**src/rtl/parse_pkg.sv**
```systemverilog
// Shared constants for the parsing datapath and its sequencer:
// opcodes, mux encodings, phase values, FSM states and the control word.
package parse_pkg;

    localparam logic [2:0] OP_NOP  = 3'b000;
    localparam logic [2:0] OP_LDA  = 3'b001;
    localparam logic [2:0] OP_LDN  = 3'b010;
    localparam logic [2:0] OP_NEG  = 3'b011;
    localparam logic [2:0] OP_STS  = 3'b100;
    localparam logic [2:0] OP_HIV  = 3'b101;
    localparam logic [2:0] OP_HIS  = 3'b110;
    localparam logic [2:0] OP_HALT = 3'b111;

    localparam logic [1:0] MUXV_ADDR  = 2'b00;
    localparam logic [1:0] MUXV_NIB   = 2'b01;
    localparam logic [1:0] MUXV_STATE = 2'b10;
    localparam logic [1:0] MUXV_NEG   = 2'b11;

    // T-phase writes VAR[0]; E-phase writes VAR[1] and is the only phase HI may load in
    localparam logic PHASE_T = 1'b0;
    localparam logic PHASE_E = 1'b1;

    typedef enum logic [1:0] {
        ST_IDLE  = 2'd0,
        ST_FETCH = 2'd1,
        ST_EXEC0 = 2'd2,
        ST_EXEC1 = 2'd3
    } state_t;

    typedef struct packed {
        logic       flag_b;
        logic [1:0] mux_var;
        logic       en_d4;
        logic       en_var3;
        logic       en_op;
        logic       mux_hi;
        logic       en_hi;
    } ctrl_t;

endpackage

```
**src/rtl/parse_sequencer_if.sv**
```systemverilog
// Program-memory fetch handshake between the sequencer (master) and memory (slave).
interface parse_sequencer_if #(parameter int ADDR_W = 8);

    logic              mem_req;
    logic [ADDR_W-1:0] mem_addr;
    logic              mem_ack;
    logic [7:0]        mem_rdata;

    modport master (output mem_req, output mem_addr, input mem_ack, input mem_rdata);
    modport slave  (input mem_req, input mem_addr, output mem_ack, output mem_rdata);

endinterface

```
**src/rtl/parse_decode.sv**
```systemverilog
// Combinational opcode/phase decoder producing the datapath control word.
module parse_decode
    import parse_pkg::*;
(
    input  logic [2:0] opcode,
    input  logic       operand0,
    input  logic       active,
    input  logic       phase,
    output ctrl_t      ctrl
);

    // Each opcode owns exactly one phase; everything outside it stays zero
    always_comb begin
        ctrl = '0;
        if (active) begin
            case (opcode)
                OP_LDA: if (phase == PHASE_T) begin
                    ctrl.mux_var = MUXV_ADDR;
                    ctrl.en_op   = 1'b1;
                    ctrl.en_var3 = 1'b1;
                    ctrl.en_d4   = 1'b1;
                end
                OP_LDN: if (phase == PHASE_T) begin
                    ctrl.mux_var = MUXV_NIB;
                    ctrl.en_var3 = 1'b1;
                end
                OP_NEG: if (phase == PHASE_E) begin
                    ctrl.mux_var = MUXV_NEG;
                    ctrl.en_var3 = 1'b1;
                    ctrl.en_d4   = 1'b1;
                end
                OP_STS: if (phase == PHASE_E) begin
                    ctrl.mux_var = MUXV_STATE;
                    ctrl.flag_b  = operand0;
                    ctrl.en_var3 = 1'b1;
                    ctrl.en_d4   = 1'b1;
                end
                OP_HIV: if (phase == PHASE_E) begin
                    ctrl.mux_hi = 1'b0;
                    ctrl.en_hi  = 1'b1;
                end
                OP_HIS: if (phase == PHASE_E) begin
                    ctrl.mux_hi = 1'b1;
                    ctrl.en_hi  = 1'b1;
                end
                default: ctrl = '0;
            endcase
        end
    end

endmodule

```
**src/rtl/parse_sequencer.sv**
```systemverilog
// Fetch/execute sequencer for the parsing datapath: fetches opcode bytes over
// a req/ack handshake and steps each through a T-phase and an E-phase.
module parse_sequencer
    import parse_pkg::*;
#(
    parameter int ADDR_W  = 8,
    parameter int TIMEOUT = 15
) (
    input  logic              clk,
    input  logic              reset_n,
    input  logic              start,
    input  logic [ADDR_W-1:0] start_pc,
    input  logic              abort,
    parse_sequencer_if.master mem,
    output logic              cycle,
    output logic              flag_b,
    output logic [1:0]        mux_var,
    output logic              en_d4,
    output logic              en_var3,
    output logic              en_op,
    output logic              mux_hi,
    output logic              en_hi,
    output logic              busy,
    output logic              done,
    output logic              err,
    output logic [7:0]        instr_cnt
);

    localparam int WAIT_W = $clog2(TIMEOUT + 1);

    state_t            state;
    logic [ADDR_W-1:0] pc;
    logic [WAIT_W-1:0] wait_cnt;
    logic [2:0]        opcode;
    logic              operand0;
    ctrl_t             ctrl;

    // abort outranks every transition and suppresses the done/err pulses
    always_ff @(posedge clk or negedge reset_n) begin
        if (!reset_n) begin
            state     <= ST_IDLE;
            pc        <= '0;
            wait_cnt  <= '0;
            instr_cnt <= '0;
            opcode    <= OP_NOP;
            operand0  <= 1'b0;
            done      <= 1'b0;
            err       <= 1'b0;
        end else begin
            done <= 1'b0;
            err  <= 1'b0;
            if (abort) begin
                state <= ST_IDLE;
            end else begin
                case (state)
                    ST_IDLE: if (start) begin
                        state     <= ST_FETCH;
                        pc        <= start_pc;
                        instr_cnt <= '0;
                        wait_cnt  <= '0;
                    end
                    ST_FETCH: begin
                        if (mem.mem_ack) begin
                            opcode   <= mem.mem_rdata[7:5];
                            operand0 <= mem.mem_rdata[0];
                            state    <= ST_EXEC0;
                        end else if (wait_cnt == WAIT_W'(TIMEOUT - 1)) begin
                            state <= ST_IDLE;
                            err   <= 1'b1;
                        end else begin
                            wait_cnt <= wait_cnt + 1'b1;
                        end
                    end
                    ST_EXEC0: state <= ST_EXEC1;
                    ST_EXEC1: begin
                        if (instr_cnt != 8'hFF) begin
                            instr_cnt <= instr_cnt + 8'd1;
                        end
                        wait_cnt <= '0;
                        if (opcode == OP_HALT) begin
                            state <= ST_IDLE;
                            done  <= 1'b1;
                        end else begin
                            state <= ST_FETCH;
                            pc    <= pc + 1'b1;
                        end
                    end
                    default: state <= ST_IDLE;
                endcase
            end
        end
    end

    assign mem.mem_req  = (state == ST_FETCH);
    assign mem.mem_addr = pc;
    assign busy         = (state != ST_IDLE);
    assign cycle        = (state == ST_EXEC1) ? PHASE_E : PHASE_T;

    parse_decode u_decode (
        .opcode   (opcode),
        .operand0 (operand0),
        .active   ((state == ST_EXEC0) || (state == ST_EXEC1)),
        .phase    (cycle),
        .ctrl     (ctrl)
    );

    assign flag_b  = ctrl.flag_b;
    assign mux_var = ctrl.mux_var;
    assign en_d4   = ctrl.en_d4;
    assign en_var3 = ctrl.en_var3;
    assign en_op   = ctrl.en_op;
    assign mux_hi  = ctrl.mux_hi;
    assign en_hi   = ctrl.en_hi;

endmodule
```
**src/flat_wrapper.sv**
```systemverilog
// flat-port wrapper written by rule: the top's interface ports become plain ports
module parse_sequencer_flat import parse_pkg::*;
#(
    parameter int ADDR_W  = 8,
    parameter int TIMEOUT = 15
)
  (clk, reset_n, start, start_pc, abort, cycle, flag_b, mux_var, en_d4, en_var3, en_op, mux_hi, en_hi, busy, done, err, instr_cnt, mem_mem_req, mem_mem_addr, mem_mem_ack, mem_mem_rdata);
  parse_sequencer_if #(.ADDR_W(ADDR_W)) mem_i ();
  input  logic clk;
  input  logic reset_n;
  input  logic start;
  input  logic [ADDR_W-1:0] start_pc;
  input  logic abort;
  output logic cycle;
  output logic flag_b;
  output logic [1:0] mux_var;
  output logic en_d4;
  output logic en_var3;
  output logic en_op;
  output logic mux_hi;
  output logic en_hi;
  output logic busy;
  output logic done;
  output logic err;
  output logic [7:0] instr_cnt;
  output wire logic [$bits(mem_i.mem_req)-1:0] mem_mem_req;
  output wire logic [$bits(mem_i.mem_addr)-1:0] mem_mem_addr;
  input wire logic [$bits(mem_i.mem_ack)-1:0] mem_mem_ack;
  input wire logic [$bits(mem_i.mem_rdata)-1:0] mem_mem_rdata;
  assign mem_mem_req = mem_i.mem_req;
  assign mem_mem_addr = mem_i.mem_addr;
  assign mem_i.mem_ack = mem_mem_ack;
  assign mem_i.mem_rdata = mem_mem_rdata;
  parse_sequencer #(.ADDR_W(ADDR_W), .TIMEOUT(TIMEOUT)) u_core (.clk(clk), .reset_n(reset_n), .start(start), .start_pc(start_pc), .abort(abort), .mem(mem_i), .cycle(cycle), .flag_b(flag_b), .mux_var(mux_var), .en_d4(en_d4), .en_var3(en_var3), .en_op(en_op), .mux_hi(mux_hi), .en_hi(en_hi), .busy(busy), .done(done), .err(err), .instr_cnt(instr_cnt));
endmodule
```
**config.mk**
```make
export PLATFORM = sky130hd
export DESIGN_NAME = parse_sequencer_flat
export DESIGN_NICKNAME = d
export VERILOG_FILES = /design/src/rtl/parse_pkg.sv /design/src/rtl/parse_sequencer_if.sv /design/src/rtl/parse_decode.sv /design/src/rtl/parse_sequencer.sv /design/src/flat_wrapper.sv
export SDC_FILE = /design/constraint.sdc
export NUM_CORES = 1
export LEC_CHECK = 0
export ABC_AREA = 0
export ABC_CLOCK_PERIOD_IN_PS = 4500
export BUFFER_PORTS_ARGS = -buffer_cell sky130_fd_sc_hd__buf_4
export CAP_MARGIN = 10
export CORE_ASPECT_RATIO = 1.25
export CORE_MARGIN = 2
export CORE_UTILIZATION = 55
export DETAILED_ROUTE_END_ITERATION = 10
export HOLD_SLACK_MARGIN = 0.1
export PLACE_DENSITY = 0.93
export SLEW_MARGIN = 20
export SYNTH_ARGS = -nofsm -noshare
export SYNTH_HDL_FRONTEND = slang
export SYNTH_SLANG_ARGS = --single-unit
```
**constraint.sdc**
```tcl
create_clock -name clk -period 4.5 [get_ports clk]
set_input_delay 0.45 -clock clk [delete_from_list [all_inputs] [get_ports clk]]
set_output_delay 0.45 -clock clk [all_outputs]
set_load 0.005 [all_outputs]
```
==> reports/qor.csv <==
stage,metric,value,unit
route,Detailed Route Iter0 Violations,63,
logic_synthesis,synth warn,0,
final_layout,"most common cell after layout, fill and taps aside",buf_4,
place,routability cong.,0.796,
global_route,Total GRT Usage,22.3,%
global_route,first-pass GRT wire length,6000,µm
route,Pre-Repair DR Iteration Count,4,
floorplanning,die area,3590,µm²
floorplanning,starting density of the core,57.9,%
final_layout,Nets,258,
status,status,"complete, no violations",
logic_synthesis,Post-Synth Simple-Gate Area,23.9,%
critical_path,max incr delay on CP,0.47,ns
cts,CTS tree,yes,
global_route,vias in the first global route,1458,
global_route,largest net degree at the start of global routing,31,
sta,period utilization,53.5,%
logic_synthesis,Gate Count Post-Synth,186,
sta,final hold violation count,0,
place,I/O Buffers,45,
pwr,static leakage,1.03,nW
route,DRT antenna net count,0,
logic_synthesis,most area-consuming cells after synthesis,"dfrtp_1 (41%), ha_1 (5.8%), nand2_1 (3.9%)",
min_path,worst hold path type,in -> reg,
floorplanning,CORE AREA,2970,µm²
sta,Max Freq,415,MHz
critical_path,crit-path cells,ha_1 > inv_1 > and3_1 > a21oi_1 > nor3b_1 > buf_4,
global_route,M2 GR Usage,38.9,%
pwr,peak supply drop,0.335,mV
sta,RSZ-0062 raised after global routing,no,
final_layout,area grow syn2layout,22.9,%
sta,worst-margin pin slew,0.513,ns
global_route,grt met1 use,27.2,%
route,DRT Wirelength,3660,µm
logic_synthesis,adder-cell share of the synthesized area,5.82,%
final_layout,Seq. cell area,701,µm²
place,Post-DP HPWL,2640,µm
critical_path,CP max-delay cell,dfrtp_1,
global_route,initial antenna violation count,0,
critical_path,CP Launch Type,flop,
logic_synthesis,Synth area leader,dfrtp_1,
logic_synthesis,Yosys top cell area share,40.7,%
pwr,Power Dens Cells,342,nW/µm²
flow_run,max-cap violations,0,
floorplanning,Ports,50,
logic_synthesis,Synth Register Bits,28,
critical_path,crit-path leading delay family,flip-flops,
cts,buffer depth of the longest clock path,2,
floorplanning,num rows,22,
final_layout,ant diodes,0,
critical_path,CP bufs+invs,2,
final_layout,layout cells sized above 1,24.6,%
pwr,total power,722,µW
sta,Final Setup Violations,0,
sta,"Min Clock Period, post-route",2.41,ns
final_layout,Fillers,241,
logic_synthesis,Post-Syn Nets,215,
logic_synthesis,Post-synth ARST share,100,%
floorplanning,die outline height,66.5,µm
final_layout,final core utilization,71.1,%
global_route,GRT met3 Usage,3.81,%
logic_synthesis,main combinational cell family by area after synthesis,simple AND/OR/NAND/NOR gates,
final_layout,most frequent cells in the layout,"buf_4 (46), dfrtp_1 (28), nand2_1 (18), o21ai_0 (13), a21oi_1 (12)",
cts,# clock sinks,28,
cts,TritonCTS Buffers,3,
cts,Worst-path clk slew,0.14,ns
floorplanning,Die Wd,54.0,µm
logic_synthesis,synthesized area per cell,9.25,µm²
logic_synthesis,ys flop type,dfrtp_1,
route,DR vias,1612,
sta,clock skew,0.00271,ns
sta,max-slew violation count,0,
cts,Root Buffer Master,clkbuf_4,
logic_synthesis,Post-synth EDFFs,0,
route,DR WL/cell,13.9,µm
critical_path,critical path class,reg -> out,
route,routed vias/inst,6.11,
final_layout,area of the multi-input gates,936,µm²
critical_path,crit end category,output pin,
critical_path,Required @ worst endpoint,4.05,ns
sta,relative slew slack,65.7,%
global_route,"Most Used Layer, Global Route",met2,
route,number of remaining DRC errors,0,
cts,clock latency on the worst-skew pair,0.33,ns
sta,Setup TNS,0,ns
global_route,gr ovfl total,0,
critical_path,worst path arrival time,1.96,ns
logic_synthesis,sequential fraction of the synthesis area,40.7,%
logic_synthesis,cell area after synthesis,1720,µm²
critical_path,CP max FO,11,
logic_synthesis,post-synth cell types,46,
logic_synthesis,multiplexer area fraction after synthesis,5.24,%
logic_synthesis,post-synthesis compound-gate area fraction,18.9,%
cts,CTS HTree Levels,1,
logic_synthesis,Post-Synth XOR/XNOR Area,0.509,%
[worst paths after layout]
kind / start / end / slack (ns) / depth (start not counted)
min reg2reg: u_core.operand0 / u_core.operand0 / 0.53 / 1
max: u_core.state[0] / mux_var[0] / 2.09 / 6
max reg2reg: u_core.state[0] / u_core.mem.mem_addr[3] / 2.41 / 6
min in group asynchronous: reset_n / u_core.instr_cnt[4] / 0.55 / 2
max in group asynchronous: reset_n / u_core.operand0 / 3.69 / 2
min: mem_mem_ack / u_core.err / 0.28 / 2
[cells in the mapped netlist (4+ instances only)]
| cell | instances |
|---|---|
| nor2_1 | 8 |
| nand3_1 | 9 |
| mux2_2 | 4 |
| buf_2 | 7 |
| ha_1 | 8 |
| o21ai_0 | 13 |
| inv_1 | 11 |
| dfrtp_1 | 28 |
| nor4b_1 | 4 |
| and3_1 | 7 |
| a21oi_1 | 12 |
| nand2_1 | 18 |
[state kept, by name, summed over array words and instances, names as in the netlist]
signal	count
u_core.instr_cnt	8
u_core.mem.mem_addr	8
u_core.wait_cnt	4
u_core.opcode	3
u_core.state	2
u_core.done	1
u_core.err	1
u_core.operand0	1
[metal layers]
metal,wire length (µm),vias up
met1,1540,782
met3,187,5
met5,0,-
li1,-,776
met4,40,0
met2,1900,49
[kinds of logic after synthesis]
logic type               after synthesis
AND/OR/NAND/NOR                       74
AO/OA/AOI/OAI                         47
flip-flops                            28
buffers and inverters                 20
multiplexers                           8
adder cells (fa/ha/maj)                8
XOR/XNOR                               1
[layout make-up]
cell class              count  area share [%]
clock buffers               4            1.72
flip-flops and latches     28            33.1
multi-input cells         138            44.3
repair buffers             47            16.8
inverters                  11            1.95
well taps                  36            2.13
[stage by stage]
stage | area [µm²] | setup slack [ns] | instances | hold slack [ns]
after floorplan | 1720 | 2.59 | 186 | 0.154
after global placement | 2070 | 2.49 | 259 | 0.389
after detailed placement | 2070 | 2.46 | 259 | 0.388
after CTS | 2110 | 2.10 | 264 | 0.281
after global routing | 2110 | 1.93 | 264 | 0.269
final | 2110 | 2.09 | 264 | 0.280
[report_power, final]
group	total, mW	internal [mW]	leakage, nW	switching (mW)
Clock	0.124	0.0497	0.0210	0.0740
Combinational	0.218	0.122	0.644	0.0952
Sequential	0.381	0.303	0.362	0.0779
[timing repair]
item | in CTS | in global routing
resized for setup | 0 | 0
buffers inserted | 0 | 0
endpoints found under the hold margin | 28 | 0
hold buffers | 1 | 0
(Power assumes the default switching activity.)
